==> src/rtl/rr_reg_write_arbiter.sv <==
// rr_reg_write_arbiter: round-robin write sequencer for one shared register with a fixed cool-down between writes
module rr_reg_write_arbiter #(
   parameter int N_REQ = 4,
   parameter int WIDTH = 8,
   parameter int HOLD  = 2
) (
   input  logic                   clk,
   input  logic                   rst,
   input  logic [N_REQ-1:0]       req,
   input  logic [N_REQ*WIDTH-1:0] wdata,
   output logic [N_REQ-1:0]       gnt,
   output logic [N_REQ-1:0]       ack,
   output logic [WIDTH-1:0]       q,
   output logic                   q_valid,
   output logic                   busy
);
   localparam int PW = N_REQ > 1 ? $clog2(N_REQ) : 1;
   localparam int CW = HOLD > 1 ? $clog2(HOLD) : 1;
   typedef enum logic [1:0] {IDLE, WRITE, COOL} state_t;
   state_t state_q, state_d;
   logic [N_REQ-1:0] gnt_q, gnt_d, ack_q, ack_d;
   logic [WIDTH-1:0] q_q, q_d;
   logic q_valid_q, q_valid_d;
   logic [PW-1:0] ptr_q, ptr_d, sel_q, sel_d, pick;
   logic [CW-1:0] cnt_q, cnt_d;
   always_comb begin
      state_d   = state_q;
      gnt_d     = '0;
      ack_d     = '0;
      q_d       = q_q;
      q_valid_d = q_valid_q;
      ptr_d     = ptr_q;
      sel_d     = sel_q;
      cnt_d     = cnt_q;
      pick      = ptr_q;
      // scanning from lowest priority upward lets the nearest-to-ptr requester win
      for (int i = N_REQ - 1; i >= 0; i--)
         if (req[PW'((int'(ptr_q) + i) % N_REQ)]) pick = PW'((int'(ptr_q) + i) % N_REQ);
      case (state_q)
         IDLE: if (|req) begin
            state_d = WRITE;
            sel_d   = pick;
            gnt_d   = N_REQ'(1) << pick;
         end
         WRITE: begin
            if (req[sel_q]) begin
               q_d       = wdata[sel_q*WIDTH +: WIDTH];
               q_valid_d = 1'b1;
               ack_d     = N_REQ'(1) << sel_q;
            end
            ptr_d   = PW'((int'(sel_q) + 1) % N_REQ);
            state_d = HOLD > 0 ? COOL : IDLE;
            cnt_d   = CW'(HOLD > 0 ? HOLD - 1 : 0);
         end
         COOL: begin
            state_d = cnt_q == '0 ? IDLE : COOL;
            cnt_d   = cnt_q == '0 ? cnt_q : cnt_q - 1'b1;
         end
         default: state_d = IDLE;
      endcase
   end
   always_ff @(posedge clk) begin
      if (!rst) begin
         state_q   <= IDLE;
         gnt_q     <= '0;
         ack_q     <= '0;
         q_q       <= '0;
         q_valid_q <= 1'b0;
         ptr_q     <= '0;
         sel_q     <= '0;
         cnt_q     <= '0;
      end else begin
         state_q   <= state_d;
         gnt_q     <= gnt_d;
         ack_q     <= ack_d;
         q_q       <= q_d;
         q_valid_q <= q_valid_d;
         ptr_q     <= ptr_d;
         sel_q     <= sel_d;
         cnt_q     <= cnt_d;
      end
   end
   assign gnt     = gnt_q;
   assign ack     = ack_q;
   assign q       = q_q;
   assign q_valid = q_valid_q;
   assign busy    = state_q != IDLE;
endmodule

==> config.mk <==
export PLATFORM = sky130hd
export DESIGN_NAME = rr_reg_write_arbiter
export DESIGN_NICKNAME = d
export VERILOG_FILES = /design/src/rtl/rr_reg_write_arbiter.sv
export SDC_FILE = /design/constraint.sdc
export NUM_CORES = 1
export LEC_CHECK = 0
export BUFFER_PORTS_ARGS = -buffer_cell sky130_fd_sc_hd__buf_2
export CAP_MARGIN = 0
export CORE_MARGIN = 4
export CORE_UTILIZATION = 50
export DETAILED_ROUTE_END_ITERATION = 10
export HOLD_SLACK_MARGIN = 0.05
export PLACE_DENSITY = 0.9
export SYNTH_ARGS = -nofsm -noshare
export SYNTH_HDL_FRONTEND = slang
export SYNTH_SLANG_ARGS = --single-unit
==> constraint.sdc <==
create_clock -name clk -period 3.4 [get_ports clk]
set_input_delay 0.51 -clock clk [delete_from_list [all_inputs] [get_ports clk]]
set_output_delay 0.51 -clock clk [all_outputs]
set_load 0.02 [all_outputs]
* Word level (Yosys, flattened, before mapping)
Cells that the tools add are included.
W data, S select, Z words.
** Operators by class
- Add/sub/neg operators :: 5
- $lt $le $gt $ge :: 5
- Eq/ne operators :: 3
- Shifts and indexed selects :: 3
- Muxes and demuxes :: 23
- Reductions and logical operators :: 8
** Operators with widths (count)
- $shiftx A32 B6 Y8 :: 1
- $lt A2 B4 Y1 const B :: 4
- $mux W2 :: 6
- $bmux W1 S2 :: 5
- $mux W1 :: 10
- $shl A1 B2 Y4 const A :: 2
- $pmux W2 S3 :: 1
- $reduce_and A3 Y1 :: 2
- $add A2 B1 Y2 const B :: 2
- $add A2 B2 Y2 const B :: 2
- $reduce_and A2 Y1 :: 2
- $reduce_bool A2 Y1 :: 2
- $reduce_or A4 Y1 :: 1
- $lt A2 B3 Y1 const B :: 1
- $eq A2 B1 Y1 const B :: 1
- $eq A2 B2 Y1 const B :: 1
- $logic_not A2 Y1 :: 1
- $ne A2 B2 Y1 const B :: 1
- $pmux W1 S2 :: 1
- $sub A1 B1 Y1 const B :: 1
** Word-level totals
- Bits in registers :: 24
- Input port bits :: 38
- Output and inout bits :: 18
- Logic and storage cells :: 55

* Logic depth before layout (Yosys ltp)
Gate-level depths: netlist of the first run.
- Word-level depth :: 9
- Gate-level depth with buffers :: 7
- Mapped depth without buffers :: 6

* Worst setup path before layout of the first run
Ideal clock, no wire load.
- Path kind :: reg2reg
- From :: reg state_q[1]
- To :: reg q_q[0] (netlist: q[0])
- Library setup time :: 0.116 ns
- Arrival time :: 1.295 ns
- Required time :: 3.284 ns
- Path slack :: 1.989 ns
- Cell stages (with the launch flop) :: 8
- Path buffers :: 1
- Clock period less this slack :: 1.411 ns
- Cell sequence :: dfxtp_1 -> inv_1 -> ha_1 -> nand2b_1 -> o22ai_2 -> buf_6 -> mux2i_1 -> nor2b_1
** On the way
- Longest elaborated chain between the ends :: 2
** RTL lines
- start, declared :: RTL line 20 : state_t state_q, state_d;
- start signal, assigned :: RTL line 73 : state_q <= state_d;
- $eq A2 B1 Y1 :: RTL line 39 : case (state_q)
- $reduce_and A2 Y1 (no line)
- end signal, assigned :: RTL line 76 : q_q <= q_d;
- end, declared :: RTL line 22 : logic [WIDTH-1:0] q_q, q_d;
Every way passes these cells.
A chain may end at the register's enable or synchronous reset.

* Final worst setup path of the first run
- From :: reg sel_q[1]
- To :: reg q_q[6] (netlist: q[6])
** On the way
- Longest elaborated chain between the ends :: 3
- Elaborated cells between the ends (all ways) :: 4
- Those cells by class :: 1 x shift; 2 x mux; 1 x reduce/logical
** RTL lines
- start, declared :: RTL line 24 : logic [PW-1:0] ptr_q, ptr_d, sel_q, sel_d, pick;
- start signal, assigned :: RTL line 79 : sel_q <= sel_d;
- parallel branches: the longest is 3 deep, another holds $shiftx A32 B6 Y8
Several ways; the timed one is not identified. The select of a mux whose other input is x is not followed.

==> flow_summary.rst, run 1 <==
.. list-table::
   :header-rows: 1

   * - Metric
     - Value
   * - Run status
     - finished clean
   * - Most frequently used flop master after synthesis
     - sky130_fd_sc_hd__dfxtp_1
   * - # fillers
     - 157
   * - Hold Vio Cnt, Final
     - 0
   * - Period utilisation layout
     - 57.5%
   * - Worst supply voltage drop on vdd
     - 0.319 mV
   * - Max Clock Freq
     - 512 MHz
   * - Overall Global Routing Usage
     - 17.1%
   * - Initial antenna violation count
     - 0
   * - Tightest hold margin
     - 456 ps
   * - Placed standard-cell area
     - 1520 um2
   * - Largest area contributor in the synthesized netlist
     - sky130_fd_sc_hd__dfxtp_1
   * - CTS root buf
     - sky130_fd_sc_hd__clkbuf_4
   * - Max-cap violation count
     - 0
   * - Dominant cells by area after synthesis
     - sky130_fd_sc_hd__dfxtp_1 38%, sky130_fd_sc_hd__mux4_2 13%, sky130_fd_sc_hd__mux2i_1 8.0%, sky130_fd_sc_hd__nor2b_1 5.5%, sky130_fd_sc_hd__ha_1 4.0%
   * - Fraction of final layout cells with drive strength greater than 1
     - 42.9%
   * - Top cells by count, synth
     - 24 x sky130_fd_sc_hd__dfxtp_1, 11 x sky130_fd_sc_hd__nor2b_1, 10 x sky130_fd_sc_hd__mux2i_1
   * - Initial core utilization
     - 54.8%
   * - Async set-or-reset flop fraction in the synthesized netlist
     - 0%
   * - Via count
     - 1082
   * - Min cycle time layout
     - 1950 ps
   * - Share of the yosys chip area belonging to registers
     - 38.2%
   * - Total negative slack for setup checks
     - 0 ps
   * - Least-Margin Pin Slew
     - 708 ps
   * - Launch instance of the worst min-delay path
     - req[0]
   * - Mean instance size in the synthesized netlist
     - 10.7 um2
   * - Number of antenna diodes
     - 0
   * - Power density of the placed cells
     - 475 nW/um2
   * - Leakage component of the power
     - 0.718 nW
   * - Die Y-Extent
     - 58.2 um
   * - Power consumption
     - 748 uW
   * - DRC violations left
     - 0
   * - Area of combinational cells with multiple inputs
     - 709 um2
   * - Final Cell Area
     - 1580 um2
   * - Combined flip-flop and latch cell area
     - 480 um2
   * - Synth warn
     - 0
   * - Post-route core utilization
     - 68.6%
   * - Placement row count
     - 17
   * - Sinks on Clock Net
     - 24
   * - Post-synthesis instance area
     - 1260 um2
   * - Cell type with the highest occurrence count on the critical path
     - sky130_fd_sc_hd__mux2i_1
   * - Number of nets at the end of the flow
     - 213
   * - Startpoint Class
     - flop
   * - Via count of the first global-routing pass
     - 997
   * - Clock tree from TritonCTS
     - built
   * - Overall die width
     - 58.2 um
   * - Largest net degree at the start of global routing
     - 21
   * - Num CTS Buffers
     - 3
   * - Number of nets with antenna violations after detailed routing
     - 0
   * - Total Routed Length
     - 2.82 mm
   * - Crit. Startpoint
     - sel_q[1]
   * - Count of state elements after synthesis
     - 24
   * - Master of the slowest instance on the critical path
     - sky130_fd_sc_hd__dfxtp_1
   * - Class of the tightest hold or removal check
     - input pin to flop
   * - Worst reg2reg path startpoint
     - sel_q[1]
   * - Number of instances in the synthesized netlist
     - 118
   * - Average wire per cell in the routed design
     - 14.2 um
   * - Most numerous cell in the Yosys netlist
     - sky130_fd_sc_hd__dfxtp_1
   * - Layout Skew
     - 4.77 ps
   * - Number of enable flip-flop cells after synthesis
     - 0
   * - Area growth from synthesis to final layout
     - 25.1%
   * - Data required time at the worst endpoint
     - 3630 ps
   * - Floorplan core area
     - 2300 um2
   * - Initial DRC count
     - 49
   * - Hold path depth
     - 3
   * - Synthesized net count
     - 160
   * - Proportion of netlist area held by the largest area contributor
     - 38.2%
   * - Post-CTS Setup Inserts
     - 0
   * - Maximum single-stage delay on the critical path
     - 770 ps
   * - Via/cell ratio
     - 5.46
   * - Clock-pin slew on the worst setup and hold paths
     - 130 ps
   * - Detailed placer's ending HPWL
     - 2.19 mm
   * - Distinct cell type count after synthesis
     - 35
   * - First-pass GRT wire length
     - 4.49 mm
   * - Clk Latency, worst-skew pair
     - 320 ps
   * - Crit path capture type
     - flop
   * - Setup-failing EPs final
     - 0
   * - Critical path cell sequence
     - mux2i_1, o22ai_2, mux2i_1, nor2b_1
   * - I/O Buffers
     - 55
   * - Worst EP arrival
     - 2180 ps
   * - Leftover overflow at the end of global routing
     - 0
   * - Die Footprint
     - 3380 um2
   * - Tightest slew margin relative to the limit
     - 52.7%
   * - Final slew viol count
     - 0
   * - Depth of the worst register-to-register path
     - 4
   * - RSZ-0062 raised after global routing
     - false
   * - Number of resized instances in the post-cts repair step
     - 0
   * - Final GP Congestion
     - 0.849
   * - Number of levels the H-tree was split into
     - 1
   * - Crit-path max FO
     - 15
   * - Clock Path Buffers
     - 2
   * - Worst Setup Path Type
     - flop to flop
   * - IO Count
     - 56
   * - Count of hold-fix buffers inserted at cts
     - 0
   * - First-pass DRT Iterations
     - 4
-- state kept, by name (all words and copies together) (netlist names) --
signal	count
ack	4
ptr_q	2
q_valid	1
cnt_q	1
gnt	4
state_q	2
sel_q	2
q	8
-- where the power goes --
| part | switching [mW] | leakage (nW) | internal, mW |
|---|---|---|---|
| clock | 0.0898 | 0.0279 | 0.119 |
| combinational | 0.0981 | 0.494 | 0.101 |
| sequential | 0.0322 | 0.196 | 0.307 |
| total | 0.220 | 0.718 | 0.528 |
-- final cells by class --
class / instances / area share [%]
flip-flops and latches: 24 / 30.5
well taps: 28 / 2.22
repair buffers: 55 / 17.5
multi-input cells: 81 / 45.0
inverters: 6 / 1.43
clock inverters: 1 / 1.91
clock buffers: 3 / 1.43
-- layer usage --
layer / global-route usage (%) / routed length [um] / vias up
met5: 0 / 0 / -
met4: 7.95 / 52 / 0
met3: 3.56 / 196 / 5
met2: 29.4 / 1360 / 41
met1: 20.2 / 1210 / 513
li1: - / - / 523
-- cells by family (layout without fill, tap and decap cells) --
family          Yosys count  after routing  share of synthesized area (%)
simple gates             39             39                           17.7
flops                    24             24                           38.2
compound gates           19             19                           11.4
mux                      18             18                           22.6
buf+inv                  13             65                           5.47
fa+ha+maj                 4              4                           3.98
xor+xnor                  1              1                          0.696
-- placed cells by master (no fill, tap or decap), drive strengths merged, types with 2 or more instances in the layout --
| cell type | n |
|---|---|
| o21ai | 3 |
| inv | 6 |
| nor2 | 6 |
| a21oi | 5 |
| clkbuf | 3 |
| dfxtp | 24 |
| ha | 4 |
| nor2b | 11 |
| nor3 | 2 |
| o21a | 2 |
| buf | 55 |
| o22ai | 2 |
| o211a | 3 |
| mux2i | 10 |
| mux4 | 8 |
| nand2 | 10 |
| nor3b | 2 |
| nand3 | 4 |
-- through the flow --
stage,worst slack (ps),instances
finish,1450,198
global route,1310,198
CTS,1450,198
detailed placement,1470,194
global placement,1560,194
floorplan,1990,118
-- worst paths after layout --
kind	endpoint	slack (ps)
worst max-delay path	q[6]	1450
worst min-delay path	ack[0]	460
worst max register to register	q[6]	1450
worst min register to register	q_valid	480
-- worst max-delay path: cells and delay by family, from the launching register on --
kind,cells,cell delay [ps]
DFF,1,770
AOI/OAI and AO/OA,1,560
muxes,2,470
and+or+nand+nor,1,60
No activity file was read; power rests on OpenSTA's default activity.
==> run 2, diff against run 1 <==
- CORE_UTILIZATION: 50 -> 46
- PLACE_DENSITY: 0.9 -> 0.84
- clock period: 3.4 -> 1.8 ns (I/O delays scaled with it)
==> flow_summary.rst, run 2 (same netlist as run 1, synthesis figures left out) <==
.. list-table::
   :header-rows: 1

   * - Metric
     - Value
   * - Seq pwr share
     - 43.2% (-2.2 points)
   * - Max Clock Freq
     - 619 MHz (+21%)
   * - Number of antenna diodes
     - 0 (unchanged)
   * - Number of nets at the end of the flow
     - 218 (+2.3%)
   * - Layout Skew
     - 16.7 ps (+12.0 ps)
   * - R2R Setup Slk
     - 180 ps (-1260 ps)
   * - CTS root buf
     - sky130_fd_sc_hd__clkbuf_4
   * - DRC violations left
     - 0 (unchanged)
   * - First-pass DRT Iterations
     - 4 (unchanged)
   * - Hold Vio Cnt, Final
     - 0 (unchanged)
   * - Power density of the placed cells
     - 881 nW/um2 (+85%)
   * - Final slew viol count
     - 0 (unchanged)
   * - Worst Setup Path Type
     - flop to flop
   * - Number of flip-flops under the largest register name
     - 8 (unchanged)
   * - Run status
     - finished clean
   * - Clock-pin slew on the worst setup and hold paths
     - 140 ps (about the same)
   * - Final GP Congestion
     - 0.858 (+1.1%)
   * - Sw frac
     - 28.7% (-0.78 points)
   * - Initial DRC count
     - 22 (-55%)
   * - Clock tree from TritonCTS
     - built
   * - Leftover overflow at the end of global routing
     - 0 (unchanged)
   * - Startpoint Class
     - flop
   * - Via count of the first global-routing pass
     - 1031 (+3.4%)
   * - Setup-failing EPs final
     - 0 (unchanged)
   * - Clock network fraction of total power
     - 27.3% (-0.7 points)
   * - Sinks on Clock Net
     - 24 (unchanged)
   * - # fillers
     - 206 (+31%)
   * - Floorplan core area
     - 2540 um2 (+11%)
   * - Average wire per cell in the routed design
     - 13.1 um (-7.9%)
   * - Tightest slew margin relative to the limit
     - 76.4% (+24 points)
   * - Least-Margin Pin Slew
     - 352 ps (-356 ps)
   * - Total Routed Length
     - 2.69 mm (-4.7%)
   * - IO Count
     - 56 (unchanged)
   * - Class of the tightest hold or removal check
     - input pin to flop
   * - Overall die width
     - 60.3 um (+3.7%)
   * - Num CTS Buffers
     - 3 (unchanged)
   * - Via/cell ratio
     - 5.26 (-3.8%)
   * - Data required time at the worst endpoint
     - 2010 ps (-1620 ps)
   * - Number of resized instances in the post-cts repair step
     - 0 (unchanged)
   * - Commonest non-fill, non-tap cells in the layout
     - 55 x sky130_fd_sc_hd__buf_2, 24 x sky130_fd_sc_hd__dfxtp_1, 11 x sky130_fd_sc_hd__nor2b_1
   * - Crit path capture type
     - flop
   * - Crit-path max FO
     - 9 (-6)
   * - Post-CTS Setup Inserts
     - 0 (unchanged)
   * - Placement row count
     - 18 (+1)
   * - First-pass GRT wire length
     - 4.40 mm (-1.9%)
   * - Clock Path Buffers
     - 2 (unchanged)
   * - Period utilisation layout
     - 89.8% (+32 points)
   * - Max-cap violation count
     - 0 (unchanged)
   * - Fraction of final layout cells with drive strength greater than 1
     - 44.6% (+1.6 points)
   * - Commonest non-fill, non-tap cell in the layout
     - sky130_fd_sc_hd__buf_2
   * - Total negative slack for setup checks
     - 0 ps (unchanged)
   * - Largest net degree at the start of global routing
     - 21 (unchanged)
   * - Internal power
     - 1.01 mW (+92%)
   * - RSZ-0062 raised after global routing
     - false
   * - Leakage component of the power
     - 0.745 nW (+3.7%)
   * - Proportion of power drawn by combinational gates
     - 29.6% (+3.0 points)
   * - Min cycle time layout
     - 1620 ps (-337 ps)
   * - Via count
     - 1078 (-0.37%)
   * - Number of nets with antenna violations after detailed routing
     - 0 (unchanged)
   * - Setup WS post-layout
     - 184 ps (-1260 ps)
   * - Clk Latency, worst-skew pair
     - 320 ps (about the same)
   * - Total net switching power
     - 408 uW (+85%)
   * - Setup Slack @ Placement
     - 188 ps (-1280 ps)
   * - I/O Buffers
     - 55 (unchanged)
   * - Die Footprint
     - 3640 um2 (+7.5%)
   * - Count of hold-fix buffers inserted at cts
     - 0 (unchanged)
   * - Worst supply voltage drop on vdd
     - 0.537 mV (+68%)
   * - Detailed placer's ending HPWL
     - 2.20 mm (+0.62%)
   * - Area growth from synthesis to final layout
     - 28.3%
   * - Initial core utilization
     - 49.5% (-5.3 points)
   * - Overall Global Routing Usage
     - 15.8% (-1.2 points)
   * - Worst EP arrival
     - 1830 ps (-350 ps)
   * - Die Y-Extent
     - 60.3 um (+3.7%)
   * - Number of levels the H-tree was split into
     - 1 (unchanged)
   * - Initial antenna violation count
     - 0 (unchanged)
run 2: power groups by stage:
stage	Combinational, mW	Sequential, mW	Clock (mW)
global placement	0.411	0.625	0
finish	0.420	0.614	0.388
global route	0.464	0.623	0.415
CTS	0.425	0.615	0.397
detailed placement	0.424	0.626	0
floorplan	0.275	0.652	0
run 2: through the flow:
step                      hold WS, ps  power [mW]  util (%)  cells  area [um2]
after floorplan                   384       0.927         -    118        1260
after global placement            450        1.04      61.4    201        1560
after detailed placement          456        1.05      61.4    201        1560
after CTS                         214        1.44      63.5    205        1620
after global routing              226        1.50      63.5    205        1620
final                             217        1.42      63.5    205        1620
run 2: layout make-up:
| type | count | area, um2 | area share, % |
|---|---|---|---|
| Clock buffer | 3 | 22.5 | 1.39 |
| Sequential cell | 24 | 480 | 29.7 |
| Inverter | 6 | 22.5 | 1.39 |
| Multi-Input combinational cell | 81 | 709 | 43.9 |
| Timing Repair Buffer | 60 | 313 | 19.4 |
| Tap cell | 30 | 37.5 | 2.32 |
| Clock inverter | 1 | 30.0 | 1.86 |
run 2: layer usage:
layer / vias to the layer above / global-route usage, % / wire (um) / part of all wire [%]
li1: 533 / - / - / -
met1: 503 / 18.2 / 1070 / 40
met2: 40 / 29.8 / 1310 / 49
met3: 2 / 3.02 / 276 / 10
met4: 0 / 3.80 / 25 / 0.93
met5: - / 0 / 0 / 0
run 2: worst paths after layout:
| path | startpoint | end | cells after the start |
|---|---|---|---|
| max | state_q[1] | q[0] | 7 |
| min | req[0] | ack[0] | 3 |
| max reg2reg | state_q[1] | q[0] | 7 |
| min reg2reg | q_valid | q_valid | 1 |
run 2: worst max-delay path: stages, from the launching register on:
cell and delay, ps:
sky130_fd_sc_hd__dfxtp_1 350, sky130_fd_sc_hd__inv_1 100, sky130_fd_sc_hd__ha_1 280, sky130_fd_sc_hd__nand2b_1 160, sky130_fd_sc_hd__o22ai_2 130, sky130_fd_sc_hd__buf_4 210, sky130_fd_sc_hd__mux2i_1 210, sky130_fd_sc_hd__nor2b_1 60
